--- src/rtl/reduction_offload_arbiter.sv ---
// -----------------------------------------------------------------------------
// reduction_offload_arbiter
//
// Shares one in-order reduction backend between NumChannels offload clients.
// Requests are granted round-robin and forwarded to the backend with zero
// latency. The granted channel index is pushed into a small circular index
// FIFO. Because the backend answers strictly in order, the FIFO head always
// names the channel that owns the next response.
//
// Ports
//   clk_i / rst_ni        clock, asynchronous active-low reset
//   ch_req_*              per-channel request (op, operands, valid/ready),
//                         flattened with channel 0 in the LSBs
//   ch_resp_*             per-channel response. The result is replicated to
//                         every channel and valid is one-hot.
//   be_req_*              request towards the shared backend
//   be_resp_*             response from the shared backend
//   outstanding_o         requests currently in flight at the backend
//   err_o                 sticky flag: a response arrived with nothing in flight
// -----------------------------------------------------------------------------
module reduction_offload_arbiter #(
  parameter int unsigned NumChannels    = 2,
  parameter int unsigned DataWidth      = 64,
  parameter int unsigned OpWidth        = 4,
  parameter int unsigned MaxOutstanding = 4,
  parameter int unsigned CntWidth       = $clog2(MaxOutstanding + 1)
) (
  input  logic                             clk_i,
  input  logic                             rst_ni,
  input  logic [NumChannels*OpWidth-1:0]   ch_req_op_i,
  input  logic [NumChannels*DataWidth-1:0] ch_req_operand1_i,
  input  logic [NumChannels*DataWidth-1:0] ch_req_operand2_i,
  input  logic [NumChannels-1:0]           ch_req_valid_i,
  output logic [NumChannels-1:0]           ch_req_ready_o,
  output logic [NumChannels*DataWidth-1:0] ch_resp_result_o,
  output logic [NumChannels-1:0]           ch_resp_valid_o,
  input  logic [NumChannels-1:0]           ch_resp_ready_i,
  output logic [OpWidth-1:0]               be_req_op_o,
  output logic [DataWidth-1:0]             be_req_operand1_o,
  output logic [DataWidth-1:0]             be_req_operand2_o,
  output logic                             be_req_valid_o,
  input  logic                             be_req_ready_i,
  input  logic [DataWidth-1:0]             be_resp_result_i,
  input  logic                             be_resp_valid_i,
  output logic                             be_resp_ready_o,
  output logic [CntWidth-1:0]              outstanding_o,
  output logic                             err_o
);

  localparam int unsigned IdxWidth = (NumChannels > 1) ? $clog2(NumChannels) : 1;
  localparam int unsigned PtrWidth = (MaxOutstanding > 1) ? $clog2(MaxOutstanding) : 1;

  typedef logic [IdxWidth-1:0] idx_t;
  typedef logic [PtrWidth-1:0] ptr_t;

  // Channel reached by stepping 'off' places past 'base', wrapping at NumChannels.
  function automatic idx_t rr_index(idx_t base, int unsigned off);
    return idx_t'((32'(base) + off) % NumChannels);
  endfunction

  function automatic ptr_t ptr_inc(ptr_t p);
    return (32'(p) == MaxOutstanding - 1) ? '0 : p + ptr_t'(1);
  endfunction

  // ---------------------------------------------------------------------------
  // State
  // ---------------------------------------------------------------------------
  idx_t                rr_ptr_q,   rr_ptr_d;
  logic                lock_q,     lock_d;
  idx_t                lock_idx_q, lock_idx_d;
  logic                err_q,      err_d;
  ptr_t                wr_ptr_q,   wr_ptr_d;
  ptr_t                rd_ptr_q,   rd_ptr_d;
  logic [CntWidth-1:0] count_q,    count_d;
  idx_t                idx_mem_q [MaxOutstanding];

  logic full, empty;
  logic grant_found;
  idx_t grant_idx;
  logic req_vld;
  idx_t head_idx;
  logic push, pop;

  assign full     = (count_q == CntWidth'(MaxOutstanding));
  assign empty    = (count_q == '0);
  assign head_idx = idx_mem_q[rd_ptr_q];

  // ---------------------------------------------------------------------------
  // Arbitration. A locked grant overrides the round-robin search, so a channel
  // that raises valid later cannot displace a request the backend has not yet
  // accepted.
  // ---------------------------------------------------------------------------
  always_comb begin
    // NOTE: every signal assigned here gets a default first, so that no path
    // through the block leaves it unassigned and infers a latch.
    grant_found = 1'b0;
    grant_idx   = '0;
    if (lock_q) begin
      grant_found = 1'b1;
      grant_idx   = lock_idx_q;
    end else begin
      for (int unsigned i = 0; i < NumChannels; i++) begin
        if (!grant_found && ch_req_valid_i[rr_index(rr_ptr_q, i)]) begin
          grant_found = 1'b1;
          grant_idx   = rr_index(rr_ptr_q, i);
        end
      end
    end
  end

  assign req_vld = grant_found & ch_req_valid_i[grant_idx];

  // ---------------------------------------------------------------------------
  // Request path
  // ---------------------------------------------------------------------------
  always_comb begin
    be_req_op_o       = ch_req_op_i[32'(grant_idx)*OpWidth +: OpWidth];
    be_req_operand1_o = ch_req_operand1_i[32'(grant_idx)*DataWidth +: DataWidth];
    be_req_operand2_o = ch_req_operand2_i[32'(grant_idx)*DataWidth +: DataWidth];
    be_req_valid_o    = req_vld & ~full;
    ch_req_ready_o    = '0;
    if (req_vld && !full) begin
      ch_req_ready_o[grant_idx] = be_req_ready_i;
    end
  end

  // ---------------------------------------------------------------------------
  // Response path. With the FIFO empty, a response is still accepted (and
  // dropped) so the backend cannot deadlock. That event raises err_q.
  // ---------------------------------------------------------------------------
  always_comb begin
    ch_resp_result_o = {NumChannels{be_resp_result_i}};
    ch_resp_valid_o  = '0;
    if (empty) begin
      be_resp_ready_o = be_resp_valid_i;
    end else begin
      be_resp_ready_o           = ch_resp_ready_i[head_idx];
      ch_resp_valid_o[head_idx] = be_resp_valid_i;
    end
  end

  // The push is gated by !full and never by the pop. Request ready therefore
  // never depends on the response handshake.
  assign push = be_req_valid_o & be_req_ready_i;
  assign pop  = be_resp_valid_i & be_resp_ready_o & ~empty;

  // ---------------------------------------------------------------------------
  // Next-state logic
  // ---------------------------------------------------------------------------
  always_comb begin
    rr_ptr_d   = rr_ptr_q;
    lock_d     = be_req_valid_o & ~be_req_ready_i;
    lock_idx_d = grant_idx;
    err_d      = err_q | (be_resp_valid_i & empty);
    wr_ptr_d   = wr_ptr_q;
    rd_ptr_d   = rd_ptr_q;
    count_d    = count_q;

    if (push) begin
      rr_ptr_d = (32'(grant_idx) == NumChannels - 1) ? '0 : grant_idx + idx_t'(1);
      wr_ptr_d = ptr_inc(wr_ptr_q);
    end
    if (pop) begin
      rd_ptr_d = ptr_inc(rd_ptr_q);
    end
    case ({push, pop})
      2'b10:   count_d = count_q + CntWidth'(1);
      2'b01:   count_d = count_q - CntWidth'(1);
      default: count_d = count_q;
    endcase
  end

  // NOTE: sequential state is updated with non-blocking assignments only, so
  // every flop samples the values from before the clock edge.
  always_ff @(posedge clk_i or negedge rst_ni) begin
    if (!rst_ni) begin
      rr_ptr_q   <= '0;
      lock_q     <= 1'b0;
      lock_idx_q <= '0;
      err_q      <= 1'b0;
      wr_ptr_q   <= '0;
      rd_ptr_q   <= '0;
      count_q    <= '0;
    end else begin
      rr_ptr_q   <= rr_ptr_d;
      lock_q     <= lock_d;
      lock_idx_q <= lock_idx_d;
      err_q      <= err_d;
      wr_ptr_q   <= wr_ptr_d;
      rd_ptr_q   <= rd_ptr_d;
      count_q    <= count_d;
    end
  end

  // NOTE: the index storage is deliberately not reset. An entry is only read
  // after a push has written it, and reset empties the FIFO through the count.
  always_ff @(posedge clk_i) begin
    if (push) begin
      idx_mem_q[wr_ptr_q] <= grant_idx;
    end
  end

  assign outstanding_o = count_q;
  assign err_o         = err_q;

endmodule

--- config.mk ---
export PLATFORM = sky130hd
export DESIGN_NAME = reduction_offload_arbiter
export DESIGN_NICKNAME = d
export VERILOG_FILES = /design/src/rtl/reduction_offload_arbiter.sv
export SDC_FILE = /design/constraint.sdc
export NUM_CORES = 1
export LEC_CHECK = 0
export BUFFER_PORTS_ARGS = -buffer_cell sky130_fd_sc_hd__buf_2
export CORE_AREA = 4 4 231 233
export DETAILED_ROUTE_END_ITERATION = 16
export DIE_AREA = 0 0 235 237
export SKIP_LAST_GASP = 1
export SLEW_MARGIN = 10
export SYNTH_ARGS = -nofsm -noshare
export SYNTH_HDL_FRONTEND = slang
export SYNTH_SLANG_ARGS = --single-unit
--- constraint.sdc ---
create_clock -name clk_i -period 2.6 [get_ports clk_i]
set_clock_uncertainty 0.05 [all_clocks]
set_input_delay 0.39 -clock clk_i [delete_from_list [all_inputs] [get_ports clk_i]]
set_output_delay 0.39 -clock clk_i [all_outputs]
set_load 0.005 [all_outputs]
==> reports/results.txt, run 1 <==
max-slew violation count: 0
WL final: 19.6 mm
vias in the first global route: 3,678
Clock Sinks: 15
row cnt: 83
first-pass GRT wire length: 25.3 mm
leak pwr: 0.00261 uW
minimum clock period: 2.49 ns
Clock Latency Late Sink: 0.24 ns
grt ovf: 0
Max VDD drop: 0.253 mV
Buf/Inv on CP: 3
register area: 395 um^2
Final period util: 0.959
vias per cell: 2.69
final design area excluding fillers: 0.00542 mm^2
Core Box Area: 0.0512 mm^2
syn_nets: 686
PwrDens: 548 mW/mm^2
# fillers: 5,973
Mapped Cells: 343
post-route DRC violation count: 0
status: finished clean
CP endpoint kind: primary output
Max Cap Viol: 0
Hold Crit Class: input port to flop
Critical Path Most Common Cell: buf_12
CP max stage cell: mux2_2
Hold Violations, Final: 0
Overall Power: 2970 uW
Initial DRC Count: 62
Worst-Margin Slew: 0.396 ns
largest net degree at the start of global routing: 62
Distinct cells, synth: 28
# IOs: 606
most frequent cells in the layout: buf_2, mux2_2, dfrtp_1, inv_1
Clk network pwr share: 0.101
Post-DRT Antenna Nets: 0
setup TNS: 0 ns
gpl congestion: 0.846
pre-CTS setup slack: 0.0644 ns
critical path arrival: 2.05 ns
first drt pass iteration count: 4
layout cells sized above 1: 0.900
Max Root-Sink Buffers: 2
clock-pin transition on the worst setup and hold timing paths: 0.05 ns
average wire per standard cell: 14.9 um
initial antenna violation count: 13
sequential power share: 0.140
Crit path max-delay family: buffers and inverters
CP cell instances: nand2b_1, o21ai_4, buf_12, buf_12, mux2_2, buf_2
sequential share of the synthesized area: 0.119
Critical Setup Path Class: flop to primary output
max incr delay on CP: 0.38 ns
Critical Path RT: 2.16 ns
clock root cell: clkbuf_16
Hold Slack: 0.276 ns
Nets: 971
TritonCTS buffer count: 3
setup ws final: 0.106 ns
most used flip-flop cell after synthesis: dfrtp_1
Cell Area, Synth: 0.00332 mm^2
die width: 235 um
Pint: 1840 uW
H-Tree Level Count: 1
Die Y: 237 um
sw frac: 0.379
combinational share of power: 0.758
flop and latch count out of synthesis: 15
most common cell after layout, fill and taps aside: buf_2
Rel. slew slack: 0.736
Setup Viol. Count Final: 0
Avg Cell Area, Syn: 9.67 um^2
fraction of registers with async set/reset: 0.733
net load switching power: 1120 uW
Post-synth EDFFs: 4
die area: 0.0557 mm^2
Synthesis Warnings: 0
crit path launch type: flop
gr usage total: 0.0619
Starting Density: 0.0648
CP Max Fanout: 32
Detailed Place HPWL: 18.1 mm
area grow syn2layout: 63.4%
f_max: 0.401 GHz
area of the multi-input gates: 0.00187 mm^2
vias: 3,532
RSZ-0062 raised after global routing: no
CTS tree: done
DP Area: 0.00532 mm^2
postcts setup bufs: 0
port bufs: 413
==> path summary, 6_finish.rpt <==
kind | startpoint | endpoint | slack (ns) | cells past startpoint
worst max-delay path | lock_q | be_req_op_o[0] | 0.11 | 6
worst min-delay path | be_req_ready_i | lock_q | 0.28 | 2
worst max register to register | rd_ptr_q[0] | outstanding_o[2] | 0.14 | 9
worst min register to register | err_o | err_o | 0.43 | 1
max in group asynchronous | rst_ni | rr_ptr_q | 1.80 | 2
min in group asynchronous | rst_ni | err_o | 0.49 | 2
==> metrics by stage <==
step | instances | util
floorplan | 343 | -
global placement | 1302 | 0.104
detailed placement | 1302 | 0.104
CTS | 1307 | 0.106
global route | 1310 | 0.106
finish | 1312 | 0.106
==> state kept, by name (all words and copies together) (netlist names) <==
register       flops
err_o              1
idx_mem_q          4
lock_idx_q         1
lock_q             1
outstanding_o      3
rd_ptr_q           2
rr_ptr_q           1
wr_ptr_q           2
==> kinds of logic (layout without fill, tap and decap cells) <==
family | count (synthesis) | after routing | synth area share
multiplexers | 139 | 139 | 0.474
buffers and inverters | 151 | 435 | 0.321
adder cells (fa/ha/maj) | 7 | 7 | 0.0287
XOR/XNOR | 3 | 3 | 0.00792
flip-flops | 15 | 15 | 0.119
other | 0 | 5 | 0
AO/OA/AOI/OAI | 7 | 7 | 0.0155
AND/OR/NAND/NOR | 21 | 21 | 0.0336
==> synth_stat cells (all sizes together), types with 2 or more instances <==
master | count | area share
a21oi | 2 | 0.0030
and2 | 5 | 0.0094
and3 | 2 | 0.0038
buf | 142 | 0.31
dfrtp | 11 | 0.083
edfxtp | 4 | 0.036
ha | 6 | 0.023
inv | 8 | 0.0091
mux2 | 136 | 0.46
mux2i | 2 | 0.0060
nand2 | 2 | 0.0023
nor2 | 7 | 0.0079
nor2b | 2 | 0.0038
xor2 | 2 | 0.0053
==> routing by layer <==
layer / wire length, um / vias up / GRT usage
met5: 49 / - / 0
met2: 9360 / 310 / 0.106
li1: - / 1626 / -
met4: 1400 / 6 / 0.0392
met3: 2430 / 78 / 0.0280
met1: 6350 / 1512 / 0.0607
==> power by group through the flow <==
| stage | Combinational, uW | Sequential [uW] | Clock (uW) |
|---|---|---|---|
| after floorplan | 1430 | 409 | 0 |
| after global placement | 2280 | 416 | 0 |
| after detailed placement | 2290 | 420 | 0 |
| after CTS | 2300 | 416 | 305 |
| after global routing | 2460 | 431 | 317 |
| final | 2250 | 416 | 301 |
==> final cells by class <==
cell class,instances,share of cell area
clock buffers,4,0.0145
flip-flops and latches,15,0.0729
repair buffers,423,0.402
inverters,8,0.00554
multi-input cells,177,0.345
diodes,5,0.00231
well taps,680,0.157
==> repair_timing <==
action | CTS | global route
hold buffers | 1 | 0
hold endpoints to repair | 11 | 0
resized for setup | 0 | 1
setup endpoints to repair | 0 | 1
Note: power is estimated with default switching activity, not from simulation.
==> run 2, diff against run 1 <==
- PLACE_DENSITY_LB_ADDON: default -> 0.1
==> reports/results.txt, run 2 (synthesis gave the netlist of run 1 again) <==
Setup crit start: lock_q
# fillers: 5,954
Nets: 983
final design area excluding fillers: 0.00554 mm^2
Setup Viol. Count Final: 0
Core Box Area: 0.0512 mm^2
Clock Sinks: 15
CP endpoint kind: primary output
PwrDens: 577 mW/mm^2
H-Tree Level Count: 1
Max VDD drop: 0.186 mV
port bufs: 413
leak pwr: 0.00267 uW
DP Area: 0.00543 mm^2
FF-to-FF End: outstanding_o[2]
grt ovf: 0
Die Y: 237 um
gr usage total: 0.0629
first drt pass iteration count: 3
die area: 0.0557 mm^2
Critical Setup Path Class: flop to primary output
Worst-Margin Slew: 0.318 ns
worst r2r src: rd_ptr_q[0]
Initial DRC Count: 71
RSZ-0062 raised after global routing: yes
average wire per standard cell: 14.5 um
vias: 3,484
vias per cell: 2.64
layout cells sized above 1: 0.908
Placed Cells: 1,313
gpl congestion: 0.726
Detailed Place HPWL: 17.5 mm
status: finished clean
vias in the first global route: 4,099
crit path launch type: flop
largest net degree at the start of global routing: 31
WL final: 19.1 mm
Hold Crit Class: input port to flop
Max Cap Viol: 0
Starting Density: 0.0648
Post-DRT Antenna Nets: 0
Rel. slew slack: 0.788
Max Root-Sink Buffers: 2
Hold Violations, Final: 0
CTS tree: done
Critical Path RT: 2.16 ns
CP endpoint: be_req_operand1_o[21]
post-route DRC violation count: 0
critical path arrival: 1.99 ns
flop-to-flop setup slack: 0.18 ns
max-slew violation count: 0
CP Max Fanout: 24
max FFs per register: 4
minimum clock period: 2.43 ns
area grow syn2layout: 66.9%
die width: 235 um
Finished Layout Cells: 1,321
Final period util: 0.934
worst r2r path cells: 9
clock-pin transition on the worst setup and hold timing paths: 0.05 ns
TritonCTS buffer count: 3
fin util: 0.108
most frequent cells in the layout: buf_2, mux2_2, buf_4, dfrtp_1, inv_1
first-pass GRT wire length: 26.7 mm
row cnt: 83
clock root cell: clkbuf_16
most common cell after layout, fill and taps aside: buf_2
f_max: 0.412 GHz
largest register by flop count: idx_mem_q
initial antenna violation count: 2
Clock Latency Late Sink: 0.25 ns
# IOs: 606
==> run 2: cell types whose count changed in the layout (fill, tap and decap cells not counted) <==
| cell | delta |
|---|---|
| clkbuf_1 | -1 |
| buf_4 | +10 |
| mux2i_2 | +1 |
| ha_2 | +1 |
| ha_1 | -1 |
| mux2i_1 | -1 |
| buf_12 | +2 |
| diode_2 | -3 |
| fa_2 | +1 |
| clkinv_2 | +1 |
| fa_1 | -1 |
==> run 2: timing repair <==
action,4_1_cts,5_1_grt
endpoints found under the setup margin,0,1
hold buffers,1,0
endpoints found under the hold margin,3,0
resized for setup,0,4
buffers inserted,0,1
==> run 2: how the worst min path moves through the flow <==
stage          cells past startpoint      startpoint  endpoint  slack [ns]
2_1_floorplan                      0          rst_ni     err_o        0.04
3_3_place_gp                       1          rst_ni  rr_ptr_q        0.27
3_5_place_dp                       1          rst_ni    lock_q        0.27
4_1_cts                            2  be_req_ready_i    lock_q        0.27
5_1_grt                            2  be_req_ready_i    lock_q        0.28
6_report                           2  be_req_ready_i    lock_q        0.28
==> run 2: cell type report <==
| class | instances | area, um^2 | area share |
|---|---|---|---|
| diodes | 2 | 5.00 | 0.000904 |
| well taps | 680 | 851 | 0.154 |
| clock inverters | 1 | 5.00 | 0.000904 |
| inverters | 8 | 30.0 | 0.00542 |
| clock buffers | 3 | 75.1 | 0.0136 |
| flip-flops and latches | 15 | 395 | 0.0714 |
| repair buffers | 435 | 2300 | 0.415 |
| multi-input cells | 177 | 1880 | 0.340 |
==> run 2: critical path, stage by stage, from the launching register on <==
cell and delay (ns):
dfrtp_1 0.38, nand2b_1 0.18, o21ai_4 0.19, buf_12 0.21, buf_12 0.22, mux2_2 0.38
buf_2 0.14
==> run 2: routing by layer <==
metal  share of wire  vias up  GRT usage
li1                -     1646          -
met1            0.32     1520     0.0569
met2            0.57      289      0.130
met3            0.10       29     0.0250
met4           0.011        0     0.0136
met5               0        -          0
==> run 2: report_power, final <==
part           total [uW]  internal (uW)  switching (uW)
Sequential            399            344            55.6
Combinational        2490           1420            1070
Clock                 307            206             102
==> run 2: metrics by stage <==
stage | total power (uW) | hold slack (ns) | setup TNS [ns] | setup slack (ns)
2_1_floorplan | 1840 | 0.0444 | 0 | 0.241
3_3_place_gp | 3000 | 0.270 | 0 | 0.136
3_5_place_dp | 2950 | 0.266 | 0 | 0.0839
4_1_cts | 3290 | 0.275 | 0 | 0.0272
5_1_grt | 3500 | 0.280 | -0.000387 | -0.000387
6_report | 3200 | 0.280 | 0 | 0.171
